$ cat src/rtl/traffic_lights_pkg.sv
// Shared command-port definitions for traffic_lights and its front-end sequencer.
package traffic_lights_pkg;

  localparam int unsigned CMD_W  = 3;
  localparam int unsigned DATA_W = 16;

  typedef enum logic [CMD_W-1:0] {
    ENABLE        = 3'd0,
    DISABLE       = 3'd1,
    NOTRANSITION  = 3'd2,
    SET_GREEN_MS  = 3'd3,
    SET_RED_MS    = 3'd4,
    SET_YELLOW_MS = 3'd5
  } cmd_t;

  typedef struct packed {
    logic [DATA_W-1:0] red;
    logic [DATA_W-1:0] yellow;
    logic [DATA_W-1:0] green;
  } time_preset_t;

  function automatic logic preset_ok(time_preset_t p);
    return (p.red != '0) && (p.yellow != '0) && (p.green != '0);
  endfunction

endpackage

$ cat src/rtl/rr_arb2.sv
// Two-requester round-robin arbiter; the pointer names the requester preferred on a tie.
module rr_arb2 #(
  parameter bit RstPtr = 1'b0
) (
  input  logic       clk_i,
  input  logic       srst_i,
  input  logic [1:0] req_i,
  input  logic       accept_i,
  output logic [1:0] gnt_o
);

  logic ptr_q, ptr_d;

  always_comb begin
    gnt_o = 2'b00;
    case (req_i)
      2'b01:   gnt_o = 2'b01;
      2'b10:   gnt_o = 2'b10;
      2'b11:   gnt_o = ptr_q ? 2'b10 : 2'b01;
      default: gnt_o = 2'b00;
    endcase
    ptr_d = ptr_q;
    // Priority passes to whichever requester was not granted.
    if (accept_i && (gnt_o != 2'b00)) ptr_d = gnt_o[0];
  end

  always_ff @(posedge clk_i) begin
    if (srst_i) ptr_q <= RstPtr;
    else        ptr_q <= ptr_d;
  end

endmodule

$ cat src/rtl/traffic_cmd_sequencer.sv
// Arbitrates preset/mode requesters onto the traffic_lights command port as gapped pulses.
module traffic_cmd_sequencer
  import traffic_lights_pkg::*;
#(
  parameter int unsigned CMD_GAP        = 1,
  parameter bit          TIE_MODE_FIRST = 1'b1
) (
  input  logic              clk_i,
  input  logic              srst_i,
  input  logic              preset_valid_i,
  output logic              preset_ready_o,
  input  logic [DATA_W-1:0] preset_red_ms_i,
  input  logic [DATA_W-1:0] preset_yellow_ms_i,
  input  logic [DATA_W-1:0] preset_green_ms_i,
  input  logic              preset_auto_enable_i,
  input  logic              mode_valid_i,
  output logic              mode_ready_o,
  input  logic [CMD_W-1:0]  mode_cmd_i,
  output logic [CMD_W-1:0]  cmd_type_o,
  output logic              cmd_valid_o,
  output logic [DATA_W-1:0] cmd_data_o,
  output logic              busy_o,
  output logic              err_o
);

  typedef enum logic [1:0] {StIdle, StIssue, StGap} state_e;

  localparam logic [3:0] GapLast = 4'(CMD_GAP - 1);

  state_e          state_q, state_d;
  logic [2:0]      step_q, step_d;
  logic [3:0]      gap_q, gap_d;
  logic            is_mode_q, is_mode_d;
  logic            auto_q, auto_d;
  logic [CMD_W-1:0] mode_q, mode_d;
  time_preset_t    times_q, times_d;
  logic            err_q, err_d;
  logic [1:0]      gnt;
  logic            idle;
  logic            last_step;
  time_preset_t    req_times;

  assign idle      = (state_q == StIdle);
  assign req_times = {preset_red_ms_i, preset_yellow_ms_i, preset_green_ms_i};
  assign last_step = is_mode_q ? (step_q == 3'd0) : (step_q == (auto_q ? 3'd4 : 3'd3));

  rr_arb2 #(
    .RstPtr (TIE_MODE_FIRST)
  ) u_arb (
    .clk_i    (clk_i),
    .srst_i   (srst_i),
    .req_i    ({mode_valid_i & idle, preset_valid_i & idle}),
    .accept_i (idle),
    .gnt_o    (gnt)
  );

  assign preset_ready_o = gnt[0];
  assign mode_ready_o   = gnt[1];
  assign busy_o         = !idle;
  assign err_o          = err_q;

  always_comb begin
    state_d     = state_q;
    step_d      = step_q;
    gap_d       = gap_q;
    is_mode_d   = is_mode_q;
    auto_d      = auto_q;
    mode_d      = mode_q;
    times_d     = times_q;
    err_d       = 1'b0;
    cmd_valid_o = 1'b0;
    cmd_type_o  = '0;
    cmd_data_o  = '0;
    case (state_q)
      StIdle: begin
        step_d = 3'd0;
        if (gnt[0]) begin
          times_d   = req_times;
          auto_d    = preset_auto_enable_i;
          is_mode_d = 1'b0;
          if (preset_ok(req_times)) state_d = StIssue;
          else                      err_d   = 1'b1;
        end else if (gnt[1]) begin
          mode_d    = mode_cmd_i;
          is_mode_d = 1'b1;
          if (mode_cmd_i <= 3'd2) state_d = StIssue;
          else                    err_d   = 1'b1;
        end
      end
      StIssue: begin
        cmd_valid_o = 1'b1;
        if (is_mode_q) begin
          cmd_type_o = mode_q;
        end else begin
          case (step_q)
            3'd0: cmd_type_o = NOTRANSITION;
            3'd1: begin cmd_type_o = SET_RED_MS;    cmd_data_o = times_q.red;    end
            3'd2: begin cmd_type_o = SET_YELLOW_MS; cmd_data_o = times_q.yellow; end
            3'd3: begin cmd_type_o = SET_GREEN_MS;  cmd_data_o = times_q.green;  end
            default: cmd_type_o = ENABLE;
          endcase
        end
        gap_d   = GapLast;
        state_d = StGap;
      end
      StGap: begin
        if (gap_q == 4'd0) begin
          if (last_step) begin
            state_d = StIdle;
          end else begin
            step_d  = step_q + 3'd1;
            state_d = StIssue;
          end
        end else begin
          gap_d = gap_q - 4'd1;
        end
      end
      default: state_d = StIdle;
    endcase
  end

  always_ff @(posedge clk_i) begin
    if (srst_i) begin
      state_q   <= StIdle;
      step_q    <= '0;
      gap_q     <= '0;
      is_mode_q <= 1'b0;
      auto_q    <= 1'b0;
      mode_q    <= '0;
      times_q   <= '0;
      err_q     <= 1'b0;
    end else begin
      state_q   <= state_d;
      step_q    <= step_d;
      gap_q     <= gap_d;
      is_mode_q <= is_mode_d;
      auto_q    <= auto_d;
      mode_q    <= mode_d;
      times_q   <= times_d;
      err_q     <= err_d;
    end
  end

endmodule

$ cat config.mk
export PLATFORM = sky130hd
export DESIGN_NAME = traffic_cmd_sequencer
export DESIGN_NICKNAME = d
export VERILOG_FILES = /design/src/rtl/traffic_lights_pkg.sv /design/src/rtl/rr_arb2.sv /design/src/rtl/traffic_cmd_sequencer.sv
export SDC_FILE = /design/constraint.sdc
export NUM_CORES = 1
export LEC_CHECK = 0
export ABC_CLOCK_PERIOD_IN_PS = 2650
export CORE_ASPECT_RATIO = 1.2
export CORE_MARGIN = 2
export CORE_UTILIZATION = 40
export DETAILED_ROUTE_END_ITERATION = 7
export HOLD_SLACK_MARGIN = 0.15
export PLACE_DENSITY = 0.71
export SYNTH_ARGS = -nofsm -noshare
export SYNTH_HDL_FRONTEND = slang
export SYNTH_HIERARCHICAL = 1
export SYNTH_SLANG_ARGS = --single-unit
export TNS_END_PERCENT = 20
$ cat constraint.sdc
create_clock -name clk_i -period 2.65 [get_ports clk_i]
set_input_delay 0.53 -clock clk_i [delete_from_list [all_inputs] [get_ports clk_i]]
set_output_delay 0.53 -clock clk_i [all_outputs]
set_load 0.02 [all_outputs]
==> impl_metrics.toml, run 1 <==
[worst_hold_path]
hold_class = "reg2reg"

[final_layout]
fillers = 706
fin_nets = 519
diodes = 0
syn2layout_area_growth_pct = 35.58
layout_common_cells = "103 x nand2_1, 61 x dfxtp_1, 57 x a21oi_1, 57 x clkdlybuf4s50_1, 25 x nor2_1"
drive_above_1_share_pct = 12.36
final_common_cell = "nand2_1"
post-route-util_pct = 55.97

[outcome]
outcome = "completed"

[synthesis]
synth.top_cell.area_share_pct = 42.92
synth_cell_types = 41
ys_top_cells_by_area = "dfxtp_1 43%, nand2_1 13%, a21oi_1 9.6%"
synth_xor_area_share_pct = 0.5868
synthCells = 376
yosys.area_share.simple_pct = 26.15
synth_top_family_by_area = "simple AND/OR/NAND/NOR gates"
synth_top_area_cell = "dfxtp_1"
syn-num-nets = 439
synthMuxAreaShare_pct = 2.012
synth_area_per_cell_um2 = 7.940
synth_adder_area_share_pct = 2.934
synth.cell_area_mm2 = 0.002985
yosysWarnings = 6
synth-compound-area-share_pct = 18.99
seq_area_frac_synth_pct = 42.92
synth_seq_cells = 64

[cts]
cts_buffer_depth = 2
cts_tree = "yes"
htreeDepth = 3
clkTransAtPathRegs_ns = 0.07
clock-sinks = 64
worstSkewPairLatency_ns = 0.33
cts_buffers = 9
hold_buffers = 0
root_buffer = "clkbuf_8"

[timing]
worst_pin_slew_ns = 0.5615
finClkSkew_ns = 0.005161
holdWs_ns = 0.4545
hold_violations = 0
final_max_slew_viol_count = 0
fmax_mhz = 378.3
setup_viol = 0
rsz0062_at_grt = "true"
max_slew_margin_pct = 62.22
finalSetupTns_ns = 0
finalCritPeriodShare_pct = 99.75
post-route-min-period_ns = 2.643

[routing]
drcViolationCount = 0
dr.pass1.iters = 5
wire_per_inst_um = 15.05
dr.first_iter.drc_count = 240
wirelength_um = 8293
vias_per_cell = 5.394
postRouteAntennaNets = 0
vias = 2972

[floorplanning]
rows = 34
io_pins = 80
die_area_mm2 = 0.008173
start_util_pct = 41.28
die_w_um = 82.87
core-area_mm2 = 0.007232
dieHeight_um = 98.64

[power]
vdd_drop_max_mv = 0.4404
p_leak_nw = 1.512
powerDensity_mw_per_mm2 = 680.4

[worst_setup_path]
arrival_ns = 2.11
cp-start-kind = "flop"
required_ns = 2.12
critPathKind = "reg2out"
path_max_fanout = 16
end_kind = "primary output"

[grt]
grt.total_usage_pct = 20.98
overflow = 0
grt_pass1_wl_um = 13790
grt_start_max_net_pins = 50
antenna_found_initial = 0
grt_pass1_vias = 2874

[placement]
gp_congestion = 0.9077
dp_hpwl_um = 6130
portBuffers = 79

[flow_run]
maxCapViolCount = 0
-- flip-flops by register name (all words and copies together) (netlist names) --
signal,cells
auto_q,1
err_o,1
gap_q,4
is_mode_q,1
mode_q,3
state_q,2
step_q,3
times_q,48
u_arb/ptr_q,1
-- cells by family after synthesis --
family | after synthesis
AOI/OAI and AO/OA | 86
xor gates and xnor gates | 2
muxes | 6
adders and majority gates | 7
DFF | 64
buffers and inverters | 37
and+or+nand+nor | 174
-- synthesized netlist by cell type, drive strengths merged --
cell type / n
buf: 15
a21oi: 58
inv: 10
nor4: 12
or3b: 1
xor2: 2
and3: 1
mux2i: 6
a21o: 1
o311ai: 1
clkbuf: 12
nand4: 3
a222oi: 16
o21bai: 1
nor2b: 3
a311oi: 1
or2b: 2
nand2: 104
nand3b: 1
a31o: 1
and4bb: 1
nor2: 26
nand3: 5
nand2b: 2
nor3: 6
or2: 1
o21a: 1
and4b: 1
dfxtp: 64
and2b: 1
a21boi: 2
o21ai: 4
ha: 7
and2: 4
-- worst max-delay path, stage by stage, from the launching register on --
cell           delay, ns
dfxtp_4             0.36
buf_4               0.14
ha_1                0.17
nor2b_1             0.14
buf_4               0.15
o311ai_4            0.24
buf_12              0.19
nor2_1              0.05
dlygate4sd2_1       0.33
-- final timing paths --
path | startpoint | to | slack (ns) | depth (start not counted)
worst max-delay path | step_q[0] | cmd_data_o[13] | 0.007 | 8
worst min-delay path | times_q[32] | times_q[32] | 0.45 | 2
worst max register to register | state_q[0] | times_q[15] | 0.70 | 9
worst min register to register | times_q[32] | times_q[32] | 0.45 | 2
-- power by group --
| part | internal [mW] | switching [mW] | total, mW |
|---|---|---|---|
| clock network | 0.431 | 0.350 | 0.780 |
| logic | 0.343 | 0.448 | 0.791 |
| registers | 1.10 | 0.0821 | 1.18 |
| total | 1.87 | 0.880 | 2.75 |
-- through the flow --
step / worst slack [ns] / instances / area, µm² / total power [mW]
after floorplan: 0.4856 / 376 / 2985 / 1.692
after global placement: 0.07435 / 535 / 3920 / 1.986
after detailed placement: 0.04497 / 535 / 3920 / 2.001
after CTS: -0.006367 / 551 / 4093 / 2.781
after global routing: -0.1066 / 551 / 4048 / 2.926
final: 0.006595 / 551 / 4048 / 2.754
-- metal layers --
layer / vias to the layer above / GRT usage (%) / wire, µm
li1: 1465 / - / -
met1: 1367 / 26.18 / 3468
met2: 119 / 34.55 / 4036
met3: 21 / 5.276 / 590
met4: 0 / 8.827 / 198
met5: - / 0 / 0
-- final cells by class --
class                      instances  area (µm²)  area share, %
clock buffer                      12       135.1          3.338
timing repair buffer              96       912.1          22.53
clock inverter                     4       45.04          1.113
multi-input combinational        275        1518          37.50
inverter                          10       37.54         0.9274
tap                               90       112.6          2.782
sequential                        64        1287          31.81
-- timing repair --
action                     CTS  global route
setup endpoints to repair   20            18
gates resized for setup     29            22
setup buffers                0             0
pin swaps                    1             3
(Power assumes the default switching activity.)
==> run 2: changes to the inputs <==
--- a/config.mk
+++ b/config.mk
@@ -6,6 +6,7 @@
 export NUM_CORES = 1
 export LEC_CHECK = 0
 export ABC_CLOCK_PERIOD_IN_PS = 2650
+export CAP_MARGIN = 20
 export CORE_ASPECT_RATIO = 1.2
 export CORE_MARGIN = 2
 export CORE_UTILIZATION = 40
==> results of run 2 <==
Same layout as run 1: the final DEF is identical, and so are final timing and power.
==> run 3: changes to the inputs <==
--- a/config.mk
+++ b/config.mk
@@ -5,7 +5,6 @@
 export SDC_FILE = /design/constraint.sdc
 export NUM_CORES = 1
 export LEC_CHECK = 0
-export ABC_CLOCK_PERIOD_IN_PS = 2650
 export CAP_MARGIN = 20
 export CORE_ASPECT_RATIO = 1.2
 export CORE_MARGIN = 2
@@ -13,6 +12,7 @@
 export DETAILED_ROUTE_END_ITERATION = 7
 export HOLD_SLACK_MARGIN = 0.15
 export PLACE_DENSITY = 0.71
+export RECOVER_POWER = 25
 export SYNTH_ARGS = -nofsm -noshare
 export SYNTH_HDL_FRONTEND = slang
 export SYNTH_HIERARCHICAL = 1
==> impl_metrics.toml, run 3 (synthesized netlist as in run 1, its figures left out) <==
[outcome]
outcome = "completed"

[worst_hold_path]
hold_class = "reg2reg"
min_from = "times_q[42]"

[timing]
hold_violations = 0
rsz0062_at_grt = "true"
setup_viol = 0
holdWs_ns = 0.4535
finClkSkew_ns = 0.006322
fmax_mhz = 377.6
worst_pin_slew_ns = 0.5289
setup_ws_ns = 0.002012
final_max_slew_viol_count = 0
finalCritPeriodShare_pct = 99.92
max_slew_margin_pct = 64.41
post-route-min-period_ns = 2.648

[worst_setup_path]
cpMostUsedCell = "buf_4"
cp-start-kind = "flop"
startpoint = "step_q[0]"
crit_chain = "buf_4, ha_1, nor2b_1, buf_4, o311ai_4, buf_12, nor2_1, dlygate4sd2_1"
reg2reg_from = "state_q[0]"
arrival_ns = 2.12
critPathSlowestCell = "dfxtp_4"
critPathBufInv = 4
end_kind = "primary output"
cp_top_family = "buffers and inverters"
critPathKind = "reg2out"
path_max_fanout = 16
required_ns = 2.12
max_stage_delay_ns = 0.36

[flow_run]
maxCapViolCount = 0

[final_layout]
largest_reg_flops = 48
drive_above_1_share_pct = 11.28
diodes = 0
syn2layout_area_growth_pct = 34.45
fin_nets = 519
top_regs = "times_q: 48 flops, gap_q: 4 flops"
stdcell_count = 551
layout_common_cells = "103 x nand2_1, 61 x dfxtp_1, 58 x a21oi_1"
final_common_cell = "nand2_1"
top_register = "times_q"

[power]
p_leak_nw = 1.502
vdd_drop_max_mv = 0.4376
powerDensity_mw_per_mm2 = 678.4

[cts]
hold_buffers = 0
clock-sinks = 64
cts_tree = "yes"
worstSkewPairLatency_ns = 0.34
post-cts-setup-buffers = 0
root_buffer = "clkbuf_8"
cts_buffer_depth = 2
cts_buffers = 9
htreeDepth = 3
clkTransAtPathRegs_ns = 0.07

[routing]
postRouteAntennaNets = 0
drcViolationCount = 0
dr.first_iter.drc_count = 266
vias = 2951
wirelength_um = 8307
vias_per_cell = 5.356
wire_per_inst_um = 15.08
dr.pass1.iters = 6

[grt]
grt.total_usage_pct = 20.98
grt_pass1_wl_um = 13790
grt_start_max_net_pins = 50
grt_pass1_vias = 2874
antenna_found_initial = 0
overflow = 0

[floorplanning]
die_area_mm2 = 0.008173
rows = 34
dieHeight_um = 98.64
die_w_um = 82.87
core-area_mm2 = 0.007232
start_util_pct = 41.28
io_pins = 80

[placement]
gp_congestion = 0.9077
portBuffers = 79
post-place-ws_ns = 0.04497
dp_hpwl_um = 6130
dp_cells = 535
==> run 3: report_power, final <==
group	switching (mW)	total (mW)	internal, mW
Sequential	0.0810	1.18	1.10
Clock	0.351	0.781	0.431
Combinational	0.442	0.760	0.318
==> run 3: final timing paths <==
path                   end  slack [ns]  cells after the start
max reg2reg    times_q[15]        0.19                      9
max          cmd_data_o[4]       0.002                      8
min reg2reg    times_q[42]        0.45                      2
min            times_q[42]        0.45                      2
==> run 3: cell type report <==
type,instances,area [µm²]
tap,90,112.6
sequential,64,1287
timing repair buffer,96,892.1
clock inverter,4,45.04
clock buffer,12,135.1
inverter,10,37.54
multi-input combinational,275,1504
fill,717,3218
==> run 3: stage by stage <==
step	instance area, µm²	power, mW	util [%]	TNS (ns)
floorplan	2985	1.692	-	0
global placement	3920	1.986	54.20	0
detailed placement	3920	2.001	54.20	0
CTS	4093	2.781	56.59	-0.04062
global route	4014	2.893	55.50	-1.255
finish	4014	2.723	55.50	0
==> run 3: per-layer routing <==
layer  vias to the layer above  track usage, %  routed length (µm)
li1                       1465               -                   -
met1                      1357           26.18                3505
met2                       112           34.55                4073
met3                        17           5.276                 571
met4                         0           8.827                 156
met5                         -               0                   0
==> run 3: worst min-delay path, delay by kind of cell, from the launching register on <==
family             cells  cell delay [ns]
AOI/OAI and AO/OA      1             0.05
DFF                    1             0.31
and+or+nand+nor        1             0.05
==> run 3: what timing repair did <==
action	in CTS	in global routing
setup endpoints to repair	20	18
resized for setup	29	22
pin swaps	1	3
endpoints found under the hold margin	0	0
